File: src/rtl/sram_dma.sv
// -----------------------------------------------------------------------------
// sram_dma
// Single-channel word-copy DMA engine. It acts as an ICB master placed directly
// upstream of the on-chip SRAM slave. A start pulse copies len_words 32-bit
// words from src_addr to dst_addr. Each word is moved with one read command,
// its response, and then one write command. Only one command is outstanding at
// any time.
//
// Ports
//   clk, rst_n          : clock; synchronous active-low reset
//   start               : one-cycle request, sampled only while idle
//   src_addr, dst_addr  : byte addresses; bits [1:0] are ignored
//   len_words           : number of words to copy (0 completes immediately)
//   busy                : high from the cycle after an accepted start until done
//   done                : one-cycle pulse on completion or abort
//   err                 : sticky abort flag, cleared by the next accepted start
//   m_icb_cmd_*         : ICB command channel (valid/ready/addr/read/wdata/wmask)
//   m_icb_rsp_*         : ICB read-response channel (valid/ready/err/rdata)
//
// Every output is a register. No combinational path runs from an ICB input to
// an ICB output.
// -----------------------------------------------------------------------------
module sram_dma #(
   parameter int LEN_W = 16
) (
   input  logic             clk,
   input  logic             rst_n,
   input  logic             start,
   input  logic [31:0]      src_addr,
   input  logic [31:0]      dst_addr,
   input  logic [LEN_W-1:0] len_words,
   output logic             busy,
   output logic             done,
   output logic             err,
   output logic             m_icb_cmd_valid,
   input  logic             m_icb_cmd_ready,
   output logic [31:0]      m_icb_cmd_addr,
   output logic             m_icb_cmd_read,
   output logic [31:0]      m_icb_cmd_wdata,
   output logic [3:0]       m_icb_cmd_wmask,
   input  logic             m_icb_rsp_valid,
   output logic             m_icb_rsp_ready,
   input  logic             m_icb_rsp_err,
   input  logic [31:0]      m_icb_rsp_rdata
);

   typedef enum logic [2:0] {
      S_IDLE,
      S_RD_CMD,
      S_RD_RSP,
      S_WR_CMD,
      S_FIN
   } state_t;

   localparam logic [31:0] WORD_MASK = 32'hFFFF_FFFC;

   state_t           state;
   logic [31:0]      src_ptr;
   logic [31:0]      dst_ptr;
   logic [LEN_W-1:0] remain;

   // m_icb_cmd_wdata is the data register itself. The read data is latched
   // straight into it, so the write command needs no extra copy cycle.
   always_ff @(posedge clk) begin
      if (!rst_n) begin
         state           <= S_IDLE;
         src_ptr         <= '0;
         dst_ptr         <= '0;
         remain          <= '0;
         busy            <= 1'b0;
         done            <= 1'b0;
         err             <= 1'b0;
         m_icb_cmd_valid <= 1'b0;
         m_icb_cmd_addr  <= '0;
         m_icb_cmd_read  <= 1'b0;
         m_icb_cmd_wdata <= '0;
         m_icb_cmd_wmask <= 4'h0;
         m_icb_rsp_ready <= 1'b0;
      end else begin
         done <= 1'b0;
         case (state)
            S_IDLE: begin
               if (start) begin
                  // Masking the whole word keeps all input bits in use while
                  // forcing word alignment.
                  src_ptr <= src_addr & WORD_MASK;
                  dst_ptr <= dst_addr & WORD_MASK;
                  remain  <= len_words;
                  err     <= 1'b0;
                  busy    <= 1'b1;
                  if (len_words == '0) begin
                     state <= S_FIN;
                     done  <= 1'b1;
                  end else begin
                     state           <= S_RD_CMD;
                     m_icb_cmd_valid <= 1'b1;
                     m_icb_cmd_read  <= 1'b1;
                     m_icb_cmd_addr  <= src_addr & WORD_MASK;
                     m_icb_cmd_wmask <= 4'h0;
                  end
               end
            end

            S_RD_CMD: begin
               if (m_icb_cmd_ready) begin
                  state           <= S_RD_RSP;
                  m_icb_cmd_valid <= 1'b0;
                  m_icb_rsp_ready <= 1'b1;
               end
            end

            S_RD_RSP: begin
               if (m_icb_rsp_valid) begin
                  m_icb_rsp_ready <= 1'b0;
                  if (m_icb_rsp_err) begin
                     // Abort without writing the failed word.
                     err   <= 1'b1;
                     state <= S_FIN;
                     done  <= 1'b1;
                  end else begin
                     state           <= S_WR_CMD;
                     m_icb_cmd_wdata <= m_icb_rsp_rdata;
                     m_icb_cmd_valid <= 1'b1;
                     m_icb_cmd_read  <= 1'b0;
                     m_icb_cmd_addr  <= dst_ptr;
                     m_icb_cmd_wmask <= 4'hF;
                  end
               end
            end

            S_WR_CMD: begin
               // Writes produce no response, so the engine moves on as soon
               // as the slave accepts the write command.
               if (m_icb_cmd_ready) begin
                  src_ptr         <= src_ptr + 32'd4;
                  dst_ptr         <= dst_ptr + 32'd4;
                  remain          <= remain - LEN_W'(1);
                  m_icb_cmd_wmask <= 4'h0;
                  if (remain == LEN_W'(1)) begin
                     state           <= S_FIN;
                     done            <= 1'b1;
                     m_icb_cmd_valid <= 1'b0;
                  end else begin
                     state          <= S_RD_CMD;
                     m_icb_cmd_read <= 1'b1;
                     m_icb_cmd_addr <= src_ptr + 32'd4;
                  end
               end
            end

            S_FIN: begin
               state <= S_IDLE;
               busy  <= 1'b0;
            end

            default: begin
               state <= S_IDLE;
               busy  <= 1'b0;
            end
         endcase
      end
   end

endmodule

File: config.mk
export PLATFORM = sky130hd
export DESIGN_NAME = sram_dma
export DESIGN_NICKNAME = d
export VERILOG_FILES = /design/src/rtl/sram_dma.sv
export SDC_FILE = /design/constraint.sdc
export NUM_CORES = 1
export LEC_CHECK = 0
export CAP_MARGIN = 20
export CORE_MARGIN = 5
export CORE_UTILIZATION = 45
export DETAILED_ROUTE_END_ITERATION = 16
export PLACE_DENSITY = 0.72
export SLEW_MARGIN = 5
export SYNTH_ARGS = -nofsm -noshare
export SYNTH_HDL_FRONTEND = slang
export SYNTH_SLANG_ARGS = --single-unit
File: constraint.sdc
create_clock -name clk -period 2.66 [get_ports clk]
set_clock_uncertainty 0.15 [all_clocks]
set_input_delay 0.532 -clock clk [delete_from_list [all_inputs] [get_ports clk]]
set_output_delay 0.532 -clock clk [all_outputs]
set_load 0.02 [all_outputs]
* Yosys cells after proc, flatten, opt, wreduce, memory -nomap -nowiden
Cells that the tools add are included.
** Word-level totals
- Bits in registers :: 157
- Word-level logic and storage cells :: 107
- Input port bits :: 118
- Output and inout bits :: 74
** Cells by class
- Add/sub/neg operators :: 3
- Mux-type cells :: 59
- Reduce and logical (&&, ||, !) cells :: 17
- Eq/ne operators :: 13
- Bitwise operators :: 2
** Operators by type and width (count)
- 2-to-1 mux 32 bit :: 10
- case mux 32 bit (2 select lines) :: 2
- case mux 32 bit (3 select lines) :: 1
- adder 32 x 3 -> 32 bit, second input constant :: 2
- 2-to-1 mux 16 bit :: 2
- case mux 16 bit (2 select lines) :: 1
- 2-to-1 mux 1 bit :: 23
- 2-to-1 mux 3 bit :: 7
- 2-to-1 mux 4 bit :: 5
- != test 2 bit, second input constant :: 9
- equality test 16 x 1 -> 1 bit, second input constant :: 1
- zero test 16 bit :: 1
- subtractor 16 x 1 -> 16 bit, second input constant :: 1
- case mux 3 bit (4 select lines) :: 1
- case mux 4 bit (3 select lines) :: 1
- AND reduction 3 bit :: 3
- AND reduction 4 bit :: 2
- AND reduction 8 bit :: 1
- AND reduction 7 bit :: 1
- equality test 3 x 2 -> 1 bit, second input constant :: 2
- case mux 1 bit (2 select lines) :: 3
- case mux 1 bit (3 select lines) :: 2
- AND reduction 6 bit :: 1
- nonzero test 2 bit :: 3
- other kinds (8) :: 9

* Depth between registers and ports, before layout
Gate-level depths: netlist of run 1.
- Depth after elaboration :: 4
- Gate-level depth with buffers :: 9
- Mapped depth without buffers :: 6

* Worst setup path before layout of run 1
Ideal clock, no wire load.
- Path type :: input to register
- Start point :: input len_words[8]
- End point :: register m_icb_cmd_addr[10]
- Path buffers :: 1
- Data arrival time :: 2.071 ns
- Required time :: 2.391 ns
- Library setup time :: 0.119 ns
- Slack :: 0.321 ns
- Stages :: 6
- Cell sequence :: or4_1 -> or3_1 -> o21ai_2 -> nor2_1 -> buf_2 -> o221a_2
** Between the ends
- Word-level cells in the longest chain between the ends :: 3
** RTL lines
- start: declaration :: RTL line 31 : input logic [LEN_W-1:0] len_words,
- zero test 16 bit :: RTL line 91 : if (len_words == '0) begin
- != test 2 bit (no line)
- AND reduction 7 bit (no line)
- end signal: assignment :: RTL line 98 : m_icb_cmd_addr <= src_addr & WORD_MASK;
- end signal: assignment :: RTL line 125 : m_icb_cmd_addr <= dst_ptr;
- end signal: assignment :: RTL line 146 : m_icb_cmd_addr <= src_ptr + 32'd4;
- end: declaration :: RTL line 37 : output logic [31:0] m_icb_cmd_addr,
Every way passes these cells.
A chain may end at the register's enable or synchronous reset.

* Final worst setup path of run 1
- Start point :: input len_words[8]
- End point :: register m_icb_cmd_addr[28]
The elaborated chain is that of the path after synthesis.

==> results of run 1 <==
==> cell usage in the layout (no fill, tap or decap), types with 5 or more instances in the layout <==
cell,count
o31ai_1,14
o211ai_1,11
o221a_2,19
nand2_1,168
o311a_1,7
nand3_1,42
a31oi_1,23
o21ai_0,73
nor3_1,32
clkinvlp_4,6
a311oi_1,10
inv_1,10
a221oi_1,5
mux2i_1,5
buf_12,13
a21oi_1,121
o21a_1,10
xor2_1,6
nand4_1,23
and2_1,14
a2bb2oi_1,9
a32oi_1,5
a211oi_1,27
or4_1,7
clkdlybuf4s50_1,186
nor4_1,20
buf_4,63
clkbuf_16,17
o31a_1,5
nor2_1,75
dfxtp_1,149
and4_1,10
a22oi_1,9
and3_1,14
xnor2_1,8
or3_1,10
==> cells in the mapped netlist, types with 5 or more instances <==
library cell    n  area share
a211oi_1       27       0.023
a21o_1          5      0.0043
a21oi_1       122       0.070
a221oi_1        5      0.0051
a22oi_1         9      0.0078
a2bb2oi_1       9      0.0091
a311oi_1       10       0.010
a31oi_1        23       0.017
a32oi_1         5      0.0051
and2_1         14       0.010
and3_1         14       0.010
and4_1         10       0.010
buf_1          11      0.0048
buf_2          21       0.012
clkbuf_1       77       0.033
dfxtp_1       149        0.34
inv_1          11      0.0048
mux2i_1         5      0.0058
nand2_1       168       0.073
nand3_1        42       0.024
nand4_1        23       0.017
nor2_1         77       0.033
nor3_1         32       0.018
nor4_1         20       0.014
o211ai_1       11      0.0095
o21a_1         10      0.0087
o21ai_0        73       0.042
o221a_2        19       0.025
o311a_1         7      0.0081
o31a_1          5      0.0051
o31ai_1        14       0.012
or3_1          10      0.0072
or4_1           7      0.0061
xnor2_1         8      0.0081
xor2_1          6      0.0061
==> report_power, final <==
part           internal [W]  total (W)  switching (W)
clock               0.00144    0.00247        0.00103
sequential          0.00247    0.00272       0.000258
combinational      0.000884    0.00185       0.000962
==> stage by stage <==
stage / setup WS (ns) / instance area [um2] / utilization
2_1_floorplan: 0.321 / 8660 / -
3_3_place_gp: -0.220 / 11100 / 0.591
3_5_place_dp: -0.244 / 11100 / 0.591
4_1_cts: 0.208 / 11700 / 0.623
5_1_grt: 0.0764 / 11700 / 0.623
6_report: 0.191 / 11700 / 0.623
==> per-layer routing <==
layer | up-vias | GRT usage | wire length [um]
met5 | - | 0 | 0
li1 | 4623 | - | -
met4 | 0 | 0.0833 | 682
met3 | 55 | 0.0468 | 2230
met1 | 4407 | 0.360 | 12900
met2 | 418 | 0.402 | 13400
==> cell families (layout without fill, tap and decap cells) <==
kind of cell               count (synthesis)  in the layout  synth area share
adders and majority gates                  4              4           0.00578
and+or+nand+nor                          445            445             0.254
AOI/OAI and AO/OA                        397            397             0.310
xor gates and xnor gates                  15             15            0.0160
muxes                                      8              8           0.00968
buffers and inverters                    126            306            0.0604
DFF                                      149            149             0.344
==> worst paths after layout <==
check,endpoint,cells past startpoint,slack (ns),start
max reg2reg,m_icb_cmd_addr[29],6,0.32,src_ptr[11]
min reg2reg,m_icb_cmd_addr[1],2,0.30,m_icb_cmd_addr[1]
max,m_icb_cmd_addr[28],7,0.19,len_words[8]
min,m_icb_cmd_addr[1],2,0.30,m_icb_cmd_addr[1]
==> worst max-delay path, delay by kind of cell <==
kind	cells	cell delay, ns
AO/OA/AOI/OAI	2	0.43
AND/OR/NAND/NOR	3	1.06
buffers and inverters	2	0.63
==> sequential cells by signal (all words and copies together) (netlist names) <==
register,cells
m_icb_cmd_read,1
src_ptr,30
m_icb_cmd_wmask,1
busy,1
m_icb_cmd_addr,31
remain,16
err,1
m_icb_rsp_ready,1
done,1
dst_ptr,30
state,3
m_icb_cmd_wdata,32
m_icb_cmd_valid,1
==> layout make-up <==
cell class	count	area, um2	area share
Multi-Input combinational cell	869	5180	0.441
Sequential cell	149	2980	0.254
Timing Repair Buffer	263	2600	0.222
Clock buffer	19	453	0.0386
Tap cell	260	325	0.0277
Clock inverter	13	149	0.0127
Inverter	11	41.3	0.00352
==> run_results.csv, run 1 <==
group,metric,value,unit
power,power.leakage,4.10,nW
power,p_per_area,601,mW/mm2
floorplanning,core,0.0188,mm2
yosys,syn_nets,1266,
job,maxCapViolations,0,
sta,setup_viol_count_final,0,
clocking,htree_levels,4,
yosys,ys_types,72,
critical_path,critPathKind,"in2reg",
place,hpwlAfterDp,20900,um
global_route,antenna_found_initial,0,
critical_path,crit_required,2.85,ns
layout,fillers,1669,
min_path,hp-class,"reg2reg",
clocking,numCtsBuffers,17,
critical_path,critical_path_arrival,2.66,ns
sta,worstMarginPinSlew,0.667,ns
floorplanning,fp.dieH,149,um
global_route,grt_pass1_vias,8539,
critical_path,cp-start-kind,"primary input",
clocking,cts_hold_buffers,0,
place,port_buffers,187,
place,gp_congestion,0.925,
yosys,synth_ff_type,"dfxtp_1",
drt,post-route-drc-count,0,
floorplanning,fp-row-count,50,
layout,layout-drive-gt1-share,0.119,
clocking,clk_path_buf_depth,2,
layout,fin_cells,1584,
floorplanning,die_x,149,um
sta,relSlewSlack,0.555,
yosys,ys_warn_count,0,
sta,slew_viol_final,0,
drt,wl,29200,um
clocking,cts_setup_buffers,0,
sta,hold_viol,0,
drt,wire_per_inst,18.4,um
floorplanning,dieArea,0.0221,mm2
sta,holdWs,0.299,ns
clocking,clock-root-buffer,"clkbuf_16",
clocking,cts_tree,"yes",
critical_path,end_kind,"flop",
sta,setup_tns,0,ns
power,vdd_ir_drop_max,0.503,mV
yosys,synth.avg_cell_area,7.57,um2
place,dp.cells,1552,
drt,firstDrtPassIters,5,
drt,drtIter0Drc,1019,
layout,nets,1433,
critical_path,cp_max_fo,21,
sta,finalCritPeriodShare,0.928,
yosys,synth-edff-count,0,
clocking,clk_latency,0.44,ns
drt,vias,9503,
clocking,ctsResizeCount,0,
clocking,clock_sinks,149,
global_route,grt_pass1_wl,46200,um
layout,syn_to_final_growth,35.4,%
sta,max_freq,0.405,GHz
run_status,status,"complete, no violations",
yosys,ys_seq_area_frac,0.344,
layout,diodes,0,
global_route,overflow,0,
critical_path,cp_cell_sequence,"clkdlybuf4s50_1 -> or4_1 -> or3_1 -> o21ai_2 -> nor2_2 -> buf_4 -> a211oi_1",
floorplanning,io_pins,192,
yosys,ys_seq_elements,149,
global_route,grt_use_total,0.257,
yosys,async_flop_share,0,
yosys,syn-cell-area,0.00866,mm2
clocking,clkTransAtPathRegs,0.06,ns
sta,timing.final.crit_period,2.47,ns
global_route,grt_start_max_net_pins,68,
critical_path,slowest_stage,"or4_1",
sta,rsz0062_at_grt,"false",
yosys,syn_inst,1144,
drt,vias_per_cell,6.00,
floorplanning,initial_core_util,0.460,
drt,postRouteAntennaNets,0,
power,finalPower,0.00704,W
critical_path,max_stage_delay,0.60,ns
No activity file was read; power rests on OpenSTA's default activity.
==> run 2: changes to the inputs <==
--- a/config.mk
+++ b/config.mk
@@ -8,8 +8,10 @@
 export CAP_MARGIN = 20
 export CORE_MARGIN = 5
 export CORE_UTILIZATION = 45
+export CTS_CLUSTER_DIAMETER = 80
 export DETAILED_ROUTE_END_ITERATION = 16
 export PLACE_DENSITY = 0.72
+export SKIP_LAST_GASP = 1
 export SLEW_MARGIN = 5
 export SYNTH_ARGS = -nofsm -noshare
 export SYNTH_HDL_FRONTEND = slang
==> constraint.sdc (replaced) <==
create_clock -name clk -period 3.1 [get_ports clk]
set_clock_uncertainty 0.15 [all_clocks]
set_input_delay 0.62 -clock clk [delete_from_list [all_inputs] [get_ports clk]]
set_output_delay 0.62 -clock clk [all_outputs]
set_load 0.02 [all_outputs]
==> run_results.csv, run 2 (synthesis gave the netlist of run 1 again) <==
group,metric,value,unit
global_route,overflow,0,
power,p_clk_frac,0.360,
clocking,cts_hold_buffers,0,
clocking,clock_sinks,149,
critical_path,r2r_slack,0.50,ns
floorplanning,io_pins,192,
critical_path,max_stage_delay,0.90,ns
drt,wire_per_inst,18.7,um
sta,timing.final.crit_period,2.60,ns
global_route,antenna_found_initial,0,
critical_path,critical_path_buf_inv_count,0,
layout,fillers,1734,
global_route,grt_start_max_net_pins,80,
sta,setup_slack,0.497,ns
drt,postRouteAntennaNets,0,
sta,relSlewSlack,0.469,
drt,post-route-drc-count,0,
sta,slew_viol_final,0,
power,swShare,0.313,
sta,rsz0062_at_grt,"false",
floorplanning,core,0.0188,mm2
power,power.leakage,3.88,nW
layout,multi_input_area,0.00518,mm2
power,p_sw,0.00187,W
floorplanning,initial_core_util,0.460,
global_route,grt_use_total,0.255,
critical_path,end_kind,"flop",
critical_path,cp_max_fo,14,
job,maxCapViolations,0,
power,finalPower,0.00596,W
clocking,cts_tree,"yes",
layout,diodes,0,
place,port_buffers,187,
clocking,cts_setup_buffers,0,
sta,max_freq,0.384,GHz
clocking,htree_levels,4,
drt,wl,28800,um
floorplanning,die_x,149,um
critical_path,slowest_stage,"or4_1",
critical_path,cp_cell_sequence,"nand4_4 -> or4_1 -> o31a_1 -> o21ai_1 -> a311oi_2",
power,vdd_ir_drop_max,0.387,mV
clocking,clk_path_buf_depth,2,
power,p_per_area,526,mW/mm2
sta,worstMarginPinSlew,0.796,ns
clocking,clkTransAtPathRegs,0.07,ns
drt,vias_per_cell,6.05,
sta,finalCritPeriodShare,0.840,
power,p_int,0.00410,W
global_route,grt_pass1_vias,8390,
run_status,status,"complete, no violations",
critical_path,critical_path_arrival,2.75,ns
layout,regArea,0.00298,mm2
sta,setup_viol_count_final,0,
clocking,clk_latency,0.43,ns
place,pre_cts_ws,0.102,ns
drt,drtIter0Drc,906,
place,gp_congestion,0.930,
drt,vias,9321,
layout,layout-drive-gt1-share,0.0875,
drt,firstDrtPassIters,5,
layout,syn_to_final_growth,30.8,%
min_path,hp-class,"reg2reg",
floorplanning,fp.dieH,149,um
critical_path,crit_required,3.24,ns
layout,largest_reg_flops,32,
floorplanning,fp-row-count,50,
critical_path,cpLargestDelayFamily,"simple AND/OR/NAND/NOR gates",
place,hpwlAfterDp,20000,um
power,combPwrFrac,0.246,
power,pwr-share-seq,0.394,
floorplanning,dieArea,0.0221,mm2
layout,reg_top3,"m_icb_cmd_wdata x32, m_icb_cmd_addr x31",
layout,nets,1389,
sta,hold_viol,0,
clocking,numCtsBuffers,17,
layout,top_register,"m_icb_cmd_wdata",
critical_path,critPathKind,"reg2reg",
sta,setup_tns,0,ns
layout,final_cell_mix,"clkdlybuf4s50_1, nand2_1, dfxtp_1",
clocking,clock-root-buffer,"clkbuf_16",
critical_path,cp-start-kind,"flop",
global_route,grt_pass1_wl,46200,um
clocking,ctsResizeCount,0,
layout,layout_commonest_cell,"clkdlybuf4s50_1",
==> run 2: cell count changes in the layout (fill, tap and decap cells not counted) <==
cell	previous run	this run
buf_12	13	7
clkbuf_1	0	2
clkinv_2	0	2
bufinv_16	2	3
clkinvlp_4	6	2
clkinv_4	2	3
buf_4	63	25
inv_6	3	1
==> run 2: path summary, 6_finish.rpt <==
check                                     endpoint              start  depth (start not counted)
worst min-delay path             m_icb_cmd_addr[1]  m_icb_cmd_addr[1]                          2
worst min register to register   m_icb_cmd_addr[1]  m_icb_cmd_addr[1]                          2
worst max register to register  m_icb_cmd_addr[29]         src_ptr[7]                          5
worst max-delay path            m_icb_cmd_addr[29]         src_ptr[7]                          5
==> run 2: routing by layer <==
metal,part of all wire,routed length [um],GRT usage,vias to the layer above
li1,-,-,-,4508
met1,0.44,12800,0.371,4356
met2,0.46,13300,0.398,408
met3,0.072,2060,0.0352,49
met4,0.022,623,0.0691,0
met5,0,0,0,-
==> run 2: area by class of cell <==
class	instances	share of cell area
well taps	260	0.0287
repair buffers	219	0.194
flip-flops and latches	149	0.263
clock inverters	11	0.0133
multi-input cells	869	0.457
inverters	11	0.00364
clock buffers	21	0.0406
==> run 2: worst reg2reg max path, cell delays in order (launching register included) <==
cell and delay, ns:
dfxtp_1 0.51, nand4_4 0.22, or4_1 0.90, o31a_1 0.37, o21ai_1 0.20, a311oi_2 0.12
==> run 2: power groups by stage <==
stage | clock network (W) | registers (W) | logic (W)
2_1_floorplan | 0 | 0.00240 | 0.000795
3_3_place_gp | 0 | 0.00238 | 0.00143
3_5_place_dp | 0 | 0.00238 | 0.00145
4_1_cts | 0.00217 | 0.00234 | 0.00146
5_1_grt | 0.00226 | 0.00238 | 0.00159
6_report | 0.00215 | 0.00235 | 0.00146
==> run 2: through the flow <==
step                area [um2]  hold slack [ns]  instances  utilization
finish                   11300            0.298       1540        0.602
detailed placement       10700            0.296       1508        0.569
floorplan                 8660            0.299       1144            -
global route             11300            0.319       1540        0.602
CTS                      11300            0.304       1540        0.602
global placement         10700            0.283       1508        0.569
